### src/rtl/filter_ctrl.sv
// Frame sequencer: streams one capture-RAM frame through the filter core into a ping-pong result RAM.
// Optional input bypass path is enabled with `define FILTER_CTRL_BYPASS_EN.
module filter_ctrl #(
  parameter int N_SAMPLES = 256,
  parameter int DW        = 12,
  parameter int AW        = $clog2(N_SAMPLES)
) (
  input  logic            clk,
  input  logic            rst,
  input  logic            start,
  input  logic            mode_req,
`ifdef FILTER_CTRL_BYPASS_EN
  input  logic            bypass,
`endif
  output logic            busy,
  output logic            done,
  output logic            overrun,
  output logic            rd_en,
  output logic [AW-1:0]   rd_addr,
  input  logic [DW-1:0]   rd_data,
  output logic            core_in_valid,
  output logic            core_in_first,
  output logic [DW-1:0]   core_in_data,
  output logic            core_mode,
  input  logic            core_out_valid,
  input  logic [DW-1:0]   core_out_data,
  output logic            wr_en,
  output logic [AW:0]     wr_addr,
  output logic [DW-1:0]   wr_data,
  output logic            disp_bank
);

  typedef enum logic [1:0] {
    IDLE  = 2'd0,
    FEED  = 2'd1,
    DRAIN = 2'd2,
    DONE  = 2'd3
  } state_t;

  localparam logic [AW:0]   N_CNT     = (AW+1)'(N_SAMPLES);
  localparam logic [AW:0]   LAST_CNT  = (AW+1)'(N_SAMPLES - 1);
  localparam logic [AW-1:0] LAST_ADDR = AW'(N_SAMPLES - 1);

  state_t          state_r;
  logic [AW:0]     out_cnt_r;
  logic [AW-1:0]   rd_addr_r;
  logic            wr_bank_r;
  logic            busy_r;
  logic            done_r;
  logic            overrun_r;
  logic            rd_en_r;
  logic            in_vld_r;
  logic            in_first_r;
  logic            mode_r;
  logic            bypass_s;
  logic            src_valid_s;
  logic [DW-1:0]   src_data_s;
  logic            frame_act_s;
  logic            wr_en_s;
  logic            last_wr_s;

`ifdef FILTER_CTRL_BYPASS_EN
  logic            bypass_r;
  assign bypass_s = bypass_r;
`else
  assign bypass_s = 1'b0;
`endif

  // Result source select and write qualification (writes pass straight through).
  always_comb begin
    src_valid_s = core_out_valid;
    src_data_s  = core_out_data;
    if (bypass_s) begin
      src_valid_s = in_vld_r;
      src_data_s  = rd_data;
    end else begin
      src_valid_s = core_out_valid;
      src_data_s  = core_out_data;
    end
    frame_act_s = (state_r == FEED) || (state_r == DRAIN);
    wr_en_s     = src_valid_s && frame_act_s && (out_cnt_r < N_CNT);
    last_wr_s   = wr_en_s && (out_cnt_r == LAST_CNT);
  end

  // Frame sequencing FSM with all registered control outputs.
  always_ff @(posedge clk) begin
    if (rst) begin
      state_r    <= IDLE;
      out_cnt_r  <= '0;
      rd_addr_r  <= '0;
      wr_bank_r  <= 1'b0;
      busy_r     <= 1'b0;
      done_r     <= 1'b0;
      overrun_r  <= 1'b0;
      rd_en_r    <= 1'b0;
      in_vld_r   <= 1'b0;
      in_first_r <= 1'b0;
      mode_r     <= 1'b0;
`ifdef FILTER_CTRL_BYPASS_EN
      bypass_r   <= 1'b0;
`endif
    end else begin
      done_r     <= 1'b0;
      // A start in any non-idle state, including DONE, is dropped.
      overrun_r  <= start && (state_r != IDLE);
      in_vld_r   <= rd_en_r;
      in_first_r <= rd_en_r && (rd_addr_r == '0);
      if (wr_en_s) begin
        out_cnt_r <= out_cnt_r + 1'b1;
      end
      case (state_r)
        IDLE: begin
          if (start) begin
            state_r   <= FEED;
            mode_r    <= mode_req;
`ifdef FILTER_CTRL_BYPASS_EN
            bypass_r  <= bypass;
`endif
            rd_en_r   <= 1'b1;
            rd_addr_r <= '0;
            out_cnt_r <= '0;
            busy_r    <= 1'b1;
          end
        end
        FEED: begin
          if (rd_addr_r == LAST_ADDR) begin
            rd_en_r <= 1'b0;
            state_r <= DRAIN;
          end else begin
            rd_addr_r <= rd_addr_r + 1'b1;
          end
        end
        DRAIN: begin
          if (last_wr_s) begin
            state_r   <= DONE;
            done_r    <= 1'b1;
            wr_bank_r <= ~wr_bank_r;
          end
        end
        DONE: begin
          state_r <= IDLE;
          busy_r  <= 1'b0;
        end
        default: begin
          state_r <= IDLE;
          busy_r  <= 1'b0;
          rd_en_r <= 1'b0;
        end
      endcase
    end
  end

  assign busy          = busy_r;
  assign done          = done_r;
  assign overrun       = overrun_r;
  assign rd_en         = rd_en_r;
  assign rd_addr       = rd_addr_r;
  assign core_in_valid = in_vld_r && !bypass_s;
  assign core_in_first = in_first_r && !bypass_s;
  assign core_in_data  = rd_data;
  assign core_mode     = mode_r;
  assign wr_en         = wr_en_s;
  assign wr_addr       = {wr_bank_r, out_cnt_r[AW-1:0]};
  assign wr_data       = src_data_s;
  assign disp_bank     = ~wr_bank_r;

endmodule

### config.mk
export PLATFORM = sky130hd
export DESIGN_NAME = filter_ctrl
export DESIGN_NICKNAME = d
export VERILOG_FILES = /design/src/rtl/filter_ctrl.sv
export SDC_FILE = /design/constraint.sdc
export NUM_CORES = 1
export LEC_CHECK = 0
export ABC_AREA = 1
export BUFFER_PORTS_ARGS = -buffer_cell sky130_fd_sc_hd__buf_2
export CAP_MARGIN = 20
export CORE_ASPECT_RATIO = 0.8
export CORE_UTILIZATION = 50
export DETAILED_ROUTE_END_ITERATION = 6
export PLACE_DENSITY_LB_ADDON = 0.2
export SETUP_SLACK_MARGIN = 0.05
export SKIP_LAST_GASP = 1
export SYNTH_ARGS = -nofsm -noshare
export SYNTH_HDL_FRONTEND = slang
export SYNTH_SLANG_ARGS = --single-unit
export TNS_END_PERCENT = 100
### constraint.sdc
create_clock -name clk -period 3 [get_ports clk]
set_input_delay 0.45 -clock clk [delete_from_list [all_inputs] [get_ports clk]]
set_output_delay 0.45 -clock clk [all_outputs]
set_load 0.005 [all_outputs]
==> results of run 1 <==
[layout by cell type (no fill, tap or decap), drive strengths merged]
master  Yosys  final
nand2      49     49
nor2       41     41
buf        36     30
dfxtp      27     27
inv        26     26
nand3      16     16
a21oi      11     11
ha          8      8
o21ai       8      8
nand4       4      4
clkbuf      0      4
nor3        2      2
xor2        2      2
nand3b      1      1
or2         1      1
o31ai       1      1
nor4        1      1
a31oi       1      1
[power by group]
part           switching [W]  internal, W  total (W)
clock               0.000115    0.0000953   0.000210
sequential         0.0000451     0.000416   0.000461
combinational       0.000362     0.000207   0.000570
[stage by stage]
step                      utilization (%)  hold WS [ps]  cells  power, W  setup slack (ps)
after floorplan                         -           442    235  0.000943              1510
final                                52.8           422    273   0.00124              1120
after global routing                 52.8           435    273   0.00136               999
after global placement               51.3           457    269   0.00104              1360
after detailed placement             51.3           461    269   0.00104              1350
after CTS                            52.8           416    273   0.00126              1100
[routing by layer]
metal  share of wire (%)  vias up
met5                   0        -
met4                0.63        0
met3                 6.6        6
met2                  39       30
met1                  54      562
li1                    -      698
[registers in the layout, summed over array words and instances, names as in the netlist]
| signal | flops |
|---|---|
| busy | 1 |
| core_in_first | 1 |
| core_in_valid | 1 |
| core_mode | 1 |
| done | 1 |
| out_cnt_r | 9 |
| overrun | 1 |
| rd_addr | 8 |
| rd_en | 1 |
| state_r | 2 |
| wr_bank_r | 1 |
[final cells by class]
class	count	area, um2	area share [%]
Timing Repair Buffer	30	150	9.09
Sequential cell	27	541	32.7
Tap cell	40	50.0	3.03
Inverter	26	97.6	5.91
Clock buffer	4	45.0	2.73
Multi-Input combinational cell	146	768	46.5
[cells by family after synthesis]
family | after synthesis | share of synthesized area, %
simple gates | 115 | 32.1
buf+inv | 62 | 22.0
flops | 27 | 32.2
compound gates | 21 | 6.71
fa+ha+maj | 8 | 5.97
xor+xnor | 2 | 1.04
[how the worst max path moves through the flow]
| stage | cells after the start | endpoint | slack [ps] |
|---|---|---|---|
| after global routing | 5 | wr_en | 1000 |
| after floorplan | 9 | out_cnt_r[6] | 1510 |
| after CTS | 5 | wr_en | 1100 |
| final | 5 | wr_en | 1120 |
| after detailed placement | 7 | rd_addr[7] | 1350 |
| after global placement | 9 | out_cnt_r[6] | 1360 |
==> metrics.md, run 1 <==
| Metric | Value |
|---|---|
| Crit path from | `state_r[0]` |
| Final Skew | `6.89 ps` |
| Die Wd | `66.8 um` |
| Drt pass-1 iters | `4` |
| Worst vdd ir | `0.000302 V` |
| Met3 usage | `5.51%` |
| Final Cell Area | `1650 um2` |
| CTS tree | `done` |
| Largest cells by area after synthesis | `dfxtp_1 (32%), buf_4 (15%), nand2_1 (10%)` |
| Max-slew headroom | `70.0%` |
| Buffers added on ports | `30` |
| Worst path slowest cell | `dfxtp_1` |
| Initial core utilization | `53.6%` |
| DIE AREA | `3590 um2` |
| Post-synth top cells | `nand2_1 (46), nor2_1 (37), buf_4 (34), dfxtp_1 (27), inv_1 (25)` |
| CP Class | `flop to output pin` |
| R2R depth | `8` |
| Final nets | `271` |
| Total GRT Usage | `18.8%` |
| Main synth FF type | `dfxtp_1` |
| Die H | `53.8 um` |
| Lkg Pwr | `0.753 nW` |
| Setup-failing EPs final | `0` |
| Crit path buf inv count | `2` |
| Vias in the first global route | `1088` |
| Worst skew pair latency | `270 ps` |
| Max Cap Viol | `0` |
| Core area | `3130 um2` |
| Diode count | `0` |
| Critical path required time | `2550 ps` |
| CP top delay family | `flip-flops` |
| Crit-path cells | `inv_1 -> ha_1 -> nand2_1 -> nor2_4 -> buf_2` |
| Final Wtd Congestion | `0.780` |
| Drt drc | `0` |
| Worst Tran Pin Value | `449 ps` |
| Wirelength, routed | `3.01 mm` |
| Drt wl/cell | `11.0 um` |
| Number of I/O pins | `79` |
| GRT met2 Usage | `27.3%` |
| Top cell type's share of synthesized area | `32.2%` |
| Period utilization | `62.5%` |
| Max frequency | `533 MHz` |
| Post-CTS setup buffers | `0` |
| Initial antenna violation count | `0` |
| Gr busiest metal | `met2` |
| Cts bufs inserted | `3` |
| Area leader, netlist | `dfxtp_1` |
| Post-synthesis register bit count | `27` |
| Hold_buf cts | `0` |
| Largest net degree at the start of global routing | `15` |
| Post-DRT Antenna Nets | `0` |
| Hold_sp | `rst` |
| Share of layout cells above drive strength 1 | `19.7%` |
| Sequential area share after synthesis | `32.2%` |
| Area growth from synthesis to layout | `-1.57%` |
| Root buffer cell | `clkbuf_8` |
| Vias per inst | `4.75` |
| Post-route setup TNS | `0 ps` |
| Crit path DAT | `1430 ps` |
| Number of synthesized flops with an enable pin | `0` |
| Fin. max-slew vios | `0` |
| 1st-iter DRT viols | `38` |
| Cell count after synthesis | `235` |
| RR Startpoint | `state_r[1]` |
| Post-place instance area | `1610 um2` |
| First-pass GRT wire length | `5.01 mm` |
| Std-Cell Rows | `18` |
| Yosys cell types | `28` |
| Status | `completed` |
| Met1 Usage GRT | `26.8%` |
| Min cycle time layout | `1880 ps` |
| Avg Inst Size Synth | `7.14 um2` |
| Cell Pwr Density | `751 nW/um2` |
| Worst Path Max Fanout | `6` |
| H-tree depth | `1` |
| Hold depth | `2` |
| CP startpoint kind | `flop` |
| Mapped Nets | `272` |
| Clock transition at path regs | `100 ps` |
| HP Class | `primary input to flop` |
| Mapped cell area | `1680 um2` |
| CTS Buffer Depth | `2` |
| Ys async rst share | `0%` |
| Vias post-DR | `1296` |
| Clock sink total | `27` |
| Hpwl dp | `2.33 mm` |
| Post-cts resize count | `0` |
| Endpoints failing hold | `0` |
| RSZ-0062 raised after global routing | `false` |
| Filler cells | `315` |
| Worst R2R Setup Slack | `1330 ps` |
| Most frequent cell after synthesis | `nand2_1` |
| Crit end category | `output pin` |
| Reg2reg end | `rd_addr[6]` |
| Total global routing overflow | `0` |
| Synth Warn # | `0` |
| Crit-path max cell delay | `370 ps` |
| Hold EP | `rd_addr[2]` |
Note: power is estimated with default switching activity, not from simulation.
==> run 2: changes to the inputs <==
--- a/config.mk
+++ b/config.mk
@@ -5,11 +5,11 @@
 export SDC_FILE = /design/constraint.sdc
 export NUM_CORES = 1
 export LEC_CHECK = 0
-export ABC_AREA = 1
+export ABC_AREA = 0
 export BUFFER_PORTS_ARGS = -buffer_cell sky130_fd_sc_hd__buf_2
 export CAP_MARGIN = 20
 export CORE_ASPECT_RATIO = 0.8
-export CORE_UTILIZATION = 50
+export CORE_UTILIZATION = 45
 export DETAILED_ROUTE_END_ITERATION = 6
 export PLACE_DENSITY_LB_ADDON = 0.2
 export SETUP_SLACK_MARGIN = 0.05
==> constraint.sdc (replaced) <==
create_clock -name clk -period 1.77 [get_ports clk]
set_input_delay 0.2655 -clock clk [delete_from_list [all_inputs] [get_ports clk]]
set_output_delay 0.2655 -clock clk [all_outputs]
set_load 0.005 [all_outputs]
==> run 2 against run 1 <==
Critical path depth grew 1. Combinational power grew 57%. Utilization grew 0.72 points. Clock-buffer cell count shrank 1. Non-clock buffer count grew 15. Clock power grew 67%. Routed wire length grew 12%. Register-to-register slack lost 1200 ps. Total power grew 58%. Sequential power grew 55%. Final cell count shrank 12%. Worst hold slack lost 180 ps. Critical path type is now flop to flop. Critical endpoint is now state_r[1].
==> metrics.md, run 2 <==
| Metric | Value |
|---|---|
| Sequential cell fraction of total power | `36.5% (-0.6 points)` |
| Met3 usage | `5.21% (-0.30 points)` |
| Synth Area in XOR/XNOR | `3.92% (+2.9 points)` |
| Final Cell Area | `1710 um2 (+3.6%)` |
| Period utilization | `94.2%` |
| Post-synth top cells | `buf_4 (33), dfxtp_1 (27), nand2_1 (17), nor2_1 (17), a21oi_1 (13)` |
| Switching Share | `35.3% (-6.8 points)` |
| Die Wd | `67.9 um (+1.8%)` |
| Commonest non-fill, non-tap cell in the layout | `buf_2` |
| Largest net degree at the start of global routing | `17 (+2)` |
| Clk pwr share | `17.9% (+1.0 points)` |
| Clock transition at path regs | `100 ps (about the same)` |
| Logic pwr share | `45.6% (-0.3 points)` |
| Adder-cell share of the synthesized area | `6.39% (+0.43 points)` |
| Final Skew | `8.56 ps (+1.67 ps)` |
| Vias in the first global route | `1097 (+0.83%)` |
| Area growth from synthesis to layout | `9.27%` |
| Crit path DAT | `1860 ps (+430 ps)` |
| Largest family of logic cells by synthesized area | `simple AND/OR/NAND/NOR gates` |
| Min cycle time layout | `1670 ps` |
| Internal power | `0.00127 W (+76%)` |
| Endpoints failing hold | `0 (unchanged)` |
| Hold_sp | `mode_req` |
| DIE AREA | `3720 um2 (+3.5%)` |
| Commonest non-fill, non-tap cells in the layout | `buf_2 (30), dfxtp_1 (25), nand2_1 (17), nor2_1 (17), buf_4 (14)` |
| Area leader, netlist | `dfxtp_1` |
| Hpwl dp | `2.44 mm (+4.6%)` |
| Total global routing overflow | `0 (unchanged)` |
| Met1 Usage GRT | `26.2% (-0.69 points)` |
| Synth Area in Compound Gates | `14.1% (+7.4 points)` |
| Multiplexer share of the synthesized area | `2.00% (+2.0 points)` |
| Final Wtd Congestion | `0.859 (+10%)` |
| H-tree depth | `1 (unchanged)` |
| Drt pass-1 iters | `5 (+1)` |
| CTS Buffer Depth | `2 (unchanged)` |
| HP Class | `primary input to flop` |
| Simple-Gate Fraction of Synth Area | `19.9% (-12 points)` |
| Diode count | `0 (unchanged)` |
| Worst Path Max Fanout | `6 (unchanged)` |
| Number of I/O pins | `79 (unchanged)` |
| Status | `completed` |
| Lkg Pwr | `0.707 nW (-6.1%)` |
| Number of synthesized flops with an enable pin | `0 (unchanged)` |
| Fin. max-slew vios | `0 (unchanged)` |
| Initial core utilization | `48.9% (-4.7 points)` |
| Switching pwr | `0.000692 W (+33%)` |
| Crit end category | `flop` |
| Max-slew headroom | `72.0% (+2.0 points)` |
| Worst skew pair latency | `270 ps (about the same)` |
| Buffers added on ports | `30 (unchanged)` |
| Root buffer cell | `clkbuf_8` |
| Yosys cell types | `39 (+39%)` |
| Wirelength, routed | `3.38 mm (+12%)` |
| Synth Warn # | `0 (unchanged)` |
| Final worst setup slack | `104 ps (-1020 ps)` |
| Final nets | `237 (-13%)` |
| Core area | `3200 um2 (+2.2%)` |
| Cell Pwr Density | `1150 nW/um2 (+52%)` |
| Crit path from | `out_cnt_r[3]` |
| Max frequency | `600 MHz` |
| CTS tree | `done` |
| Largest cells by area after synthesis | `dfxtp_1 (35%), buf_4 (16%), ha_1 (6.4%)` |
| Post-DRT Antenna Nets | `0 (unchanged)` |
| Mapped cell area | `1570 um2 (-6.7%)` |
| Hold depth | `3 (+1)` |
| Main synth FF type | `dfxtp_1` |
| Sequential area share after synthesis | `34.5% (+2.3 points)` |
| Std-Cell Rows | `18 (unchanged)` |
| Worst vdd ir | `0.000584 V (+93%)` |
| Post-place instance area | `1590 um2 (-1.2%)` |
| Max Cap Viol | `0 (unchanged)` |
| GRT met2 Usage | `25.3% (-1.9 points)` |
| Most frequent cell after synthesis | `buf_4` |
| Initial antenna violation count | `0 (unchanged)` |
| Max FFs per register | `9 (unchanged)` |
| Mapped Nets | `223 (-18%)` |
| Total GRT Usage | `18.6% (-0.20 points)` |
| Ys async rst share | `0% (unchanged)` |
| First-pass GRT wire length | `5.08 mm (+1.4%)` |
| R2R depth | `6 (-2)` |
| Critical path required time | `1970 ps (-580 ps)` |
| Post-synthesis register bit count | `27 (unchanged)` |
| Die H | `54.8 um (+1.7%)` |
| Gr busiest metal | `met1` |
| Drt drc | `0 (unchanged)` |
| Cell count after synthesis | `186 (-21%)` |
| Vias post-DR | `1298 (+0.15%)` |
| Clock sink total | `27 (unchanged)` |
| 1st-iter DRT viols | `65 (+71%)` |
| Avg Inst Size Synth | `8.42 um2 (+18%)` |
| Share of layout cells above drive strength 1 | `32.7% (+13 points)` |
| RR Startpoint | `out_cnt_r[3]` |
| CP Class | `flop to flop` |
| Vias per inst | `5.43 (+14%)` |
| Drt wl/cell | `14.1 um (+28%)` |
| Finished Core Util | `53.5% (+0.72 points)` |
| Filler cells | `295 (-6.3%)` |
| Top cell type's share of synthesized area | `34.5% (+2.3 points)` |
| CP startpoint kind | `flop` |
| RSZ-0062 raised after global routing | `true` |
| Worst Tran Pin Value | `409 ps (-40.3 ps)` |
| Setup-failing EPs final | `0 (unchanged)` |
| Place WS | `19.3 ps (-1330 ps)` |
| Cts bufs inserted | `3 (unchanged)` |
| Reg with most FFs | `out_cnt_r` |
## run 2: cell count changes in the layout (fill, tap and decap cells not counted), moves of 5 or more
cell	change
ha_1	-5
nand2_1	-29
inv_1	-16
nor2_1	-20
buf_4	+14
xnor2_1	+5
nand3_1	-5
## run 2: power by group through the flow
stage | Sequential, W | Clock (W) | Combinational (W)
6_report | 0.000715 | 0.000351 | 0.000893
5_1_grt | 0.000725 | 0.000392 | 0.000980
4_1_cts | 0.000714 | 0.000369 | 0.000810
3_5_place_dp | 0.000736 | 0 | 0.000751
3_3_place_gp | 0.000729 | 0 | 0.000733
2_1_floorplan | 0.000741 | 0 | 0.000526
## run 2: layout make-up
cell class | instances | area, um2 | area share (%)
inverters | 10 | 37.5 | 2.19
flip-flops and latches | 27 | 543 | 31.7
clock buffers | 3 | 41.3 | 2.41
repair buffers | 45 | 267 | 15.6
clock inverters | 1 | 7.51 | 0.439
well taps | 40 | 50.0 | 2.93
multi-input cells | 113 | 764 | 44.7
## run 2: path summary, 6_finish.rpt
| kind | endpoint | slack [ps] |
|---|---|---|
| max | state_r[1] | 100 |
| min | core_mode | 240 |
| max reg2reg | state_r[1] | 100 |
| min reg2reg | core_mode | 460 |
## run 2: worst max-delay path, stage by stage, from the launching register on
cell      delay (ps)
dfxtp_1          430
nand3_1          200
nor3_2           220
ha_2             200
nand2_1           80
a221oi_4         250
mux2i_1          210
## run 2: kinds of logic after synthesis
kind of cell    Yosys count
simple gates             63
xor+xnor                  7
flops                    27
compound gates           32
buf+inv                  46
mux                       3
fa+ha+maj                 8
## run 2: repair_timing
action                                 4_1_cts  5_1_grt
gates resized for setup                      2        9
pin swaps                                    1        1
setup endpoints to repair                    3       10
endpoints found under the hold margin        0        0
hold buffers                                 0        0
setup buffers                                3        1
## run 2: layer usage
metal	wire [um]	part of all wire, %
met4	138	4.1
met5	0	0
met1	1510	45
met2	1430	42
met3	295	8.7
## run 2: per-stage QoR
| stage | setup TNS, ps | hold slack [ps] | cells | power [W] |
|---|---|---|---|---|
| finish | 0 | 245 | 239 | 0.00196 |
| global route | -39.3 | 257 | 239 | 0.00210 |
| CTS | 0 | 238 | 238 | 0.00189 |
| detailed placement | 0 | 456 | 231 | 0.00149 |
| global placement | 0 | 443 | 231 | 0.00146 |
| floorplan | 0 | 338 | 186 | 0.00127 |
==> run 3: changes to the inputs <==
--- a/config.mk
+++ b/config.mk
@@ -5,11 +5,11 @@
 export SDC_FILE = /design/constraint.sdc
 export NUM_CORES = 1
 export LEC_CHECK = 0
-export ABC_AREA = 0
+export ABC_AREA = 1
 export BUFFER_PORTS_ARGS = -buffer_cell sky130_fd_sc_hd__buf_2
 export CAP_MARGIN = 20
 export CORE_ASPECT_RATIO = 0.8
-export CORE_UTILIZATION = 45
+export CORE_UTILIZATION = 46
 export DETAILED_ROUTE_END_ITERATION = 6
 export PLACE_DENSITY_LB_ADDON = 0.2
 export SETUP_SLACK_MARGIN = 0.05
==> run 3 against run 2 <==
Combinational power grew 14%. Clock-buffer cell count grew 1. Worst hold slack gained 5.1 ps. Via count grew 1.8%. Global-route usage shrank 2.0 points. Utilization shrank 4.3 points. Total power grew 9.9%. Die area grew 4.7%. Maximum frequency grew 2.5%. Design area shrank 0.80%. Routed wire length shrank 9.0%. Register-to-register slack gained 90 ps. Critical endpoint is now wr_en. Highest routed layer unchanged.
==> metrics.md, run 3 (synthesis results as in run 1) <==
| Metric | Value |
|---|---|
| Std-Cell Rows | `19 (+1)` |
| Final Skew | `3.14 ps (-5.42 ps)` |
| CTS tree | `done` |
| Worst Path Max Fanout | `4 (-2)` |
| Number of I/O pins | `79 (unchanged)` |
| Vias post-DR | `1321 (+1.8%)` |
| First-pass GRT wire length | `5.20 mm (+2.3%)` |
| Vias per inst | `4.73 (-13%)` |
| Setup-failing EPs final | `0 (unchanged)` |
| Period utilization | `91.9% (-2.3 points)` |
| Drt wl/cell | `11.0 um (-22%)` |
| CTS Buffer Depth | `2 (unchanged)` |
| Crit end category | `output pin` |
| Clock transition at path regs | `90 ps (about the same)` |
| CP Class | `flop to output pin` |
| Crit path DAT | `1360 ps (-500 ps)` |
| Diode count | `0 (unchanged)` |
| Max frequency | `615 MHz (+2.5%)` |
| Place WS | `144 ps (+125 ps)` |
| Total global routing overflow | `0 (unchanged)` |
| Final nets | `275 (+16%)` |
| H-tree depth | `1 (unchanged)` |
| Share of layout cells above drive strength 1 | `23.2% (-9.5 points)` |
| Fin. max-slew vios | `0 (unchanged)` |
| Vias in the first global route | `1134 (+3.4%)` |
| Final worst setup slack | `143 ps (+39.9 ps)` |
| Worst vdd ir | `0.000512 V (-12%)` |
| 1st-iter DRT viols | `69 (+6.2%)` |
| DIE AREA | `3890 um2 (+4.7%)` |
| Max FFs per register | `9 (unchanged)` |
| HP Class | `primary input to flop` |
| Hpwl dp | `2.40 mm (-1.7%)` |
| Largest net degree at the start of global routing | `15 (-2)` |
| Initial core utilization | `48.7% (-0.27 points)` |
| Commonest non-fill, non-tap cells in the layout | `nand2_1 (46), nor2_1 (36), buf_2 (30)` |
| Die Wd | `69.5 um (+2.3%)` |
| Buffers added on ports | `30 (unchanged)` |
| Critical path required time | `1500 ps (-470 ps)` |
| Cell Pwr Density | `1270 nW/um2 (+11%)` |
| Die H | `56.0 um (+2.3%)` |
| Reg with most FFs | `out_cnt_r` |
| Min cycle time layout | `1630 ps (-39.9 ps)` |
| Drt drc | `0 (unchanged)` |
| Max Cap Viol | `0 (unchanged)` |
| Post-DRT Antenna Nets | `0 (unchanged)` |
| Endpoints failing hold | `0 (unchanged)` |
| CP startpoint kind | `flop` |
| Clock sink total | `27 (unchanged)` |
| Worst Tran Pin Value | `391 ps (-17.3 ps)` |
| Final Wtd Congestion | `0.851 (-0.93%)` |
| Max-slew headroom | `73.8% (+1.9 points)` |
| Lkg Pwr | `0.772 nW (+9.1%)` |
| Status | `completed` |
| Worst skew pair latency | `270 ps (about the same)` |
| RSZ-0062 raised after global routing | `true` |
| Root buffer cell | `clkbuf_8` |
| Area growth from synthesis to layout | `1.12%` |
| Post-route setup TNS | `0 ps (unchanged)` |
| Drt pass-1 iters | `4 (-1)` |
| Filler cells | `362 (+23%)` |
| Cts bufs inserted | `3 (unchanged)` |
| Commonest non-fill, non-tap cell in the layout | `nand2_1` |
| Total GRT Usage | `16.6% (-2.0 points)` |
| Initial antenna violation count | `0 (unchanged)` |
| Core area | `3450 um2 (+7.8%)` |
| Wirelength, routed | `3.07 mm (-9.0%)` |
run 3: changes by cell type in the layout (fill, tap and decap cells not counted), moves of 4 or more:
cell / previous run / this run
ha_1: 3 / 7
buf_4: 14 / 4
nor2_1: 17 / 36
xnor2_1: 5 / 0
o21ai_0: 3 / 7
inv_1: 9 / 25
nand3_1: 8 / 13
nand2_1: 17 / 46
run 3: path summary, 6_finish.rpt:
path	endpoint	slack (ps)	cells past startpoint	start
hold / removal	core_mode	250	3	mode_req
hold reg to reg	core_in_valid	460	2	rd_en
setup / recovery	wr_en	140	5	state_r[1]
setup reg to reg	out_cnt_r[7]	190	9	state_r[1]
run 3: metrics by stage:
stage | total power [W] | cell area (um2) | cells | utilization [%] | hold slack, ps
6_report | 0.00215 | 1700 | 279 | 49.2 | 250
5_1_grt | 0.00238 | 1700 | 279 | 49.2 | 253
4_1_cts | 0.00215 | 1680 | 278 | 48.6 | 245
3_5_place_dp | 0.00179 | 1630 | 274 | 47.3 | 454
3_3_place_gp | 0.00179 | 1630 | 274 | 47.3 | 446
2_1_floorplan | 0.00160 | 1680 | 235 | - | 328
run 3: area by class of cell:
| type | count | area [um2] | area share (%) |
|---|---|---|---|
| Inverter | 26 | 97.6 | 5.75 |
| Tap cell | 42 | 52.6 | 3.10 |
| Clock buffer | 4 | 45.0 | 2.65 |
| Sequential cell | 27 | 543 | 32.0 |
| Timing Repair Buffer | 34 | 180 | 10.6 |
| Multi-Input combinational cell | 146 | 778 | 45.9 |
run 3: metal layers:
metal / share of wire, % / global-route usage (%) / vias up / routed length [um]
li1: - / - / 709 / -
met1: 55 / 25.0 / 556 / 1680
met2: 36 / 22.9 / 48 / 1120
met3: 8.1 / 4.89 / 8 / 250
met4: 0.94 / 3.50 / 0 / 29
met5: 0 / 0 / - / 0
run 3: where the power goes:
group | switching, W | internal [W]
registers | 0.0000763 | 0.000709
clock network | 0.000184 | 0.000161
logic | 0.000628 | 0.000394
total | 0.000888 | 0.00126
run 3: repair_timing:
action,CTS,global route
hold endpoints to repair,0,0
gates resized for setup,0,5
endpoints found under the setup margin,0,5
hold buffers,0,0
setup buffers,0,1
run 3: critical path: stages, from the launching register on:
cell	delay (ps)
dfxtp_2	350
inv_1	70
ha_1	290
nand2_1	90
nor2_4	150
buf_2	130
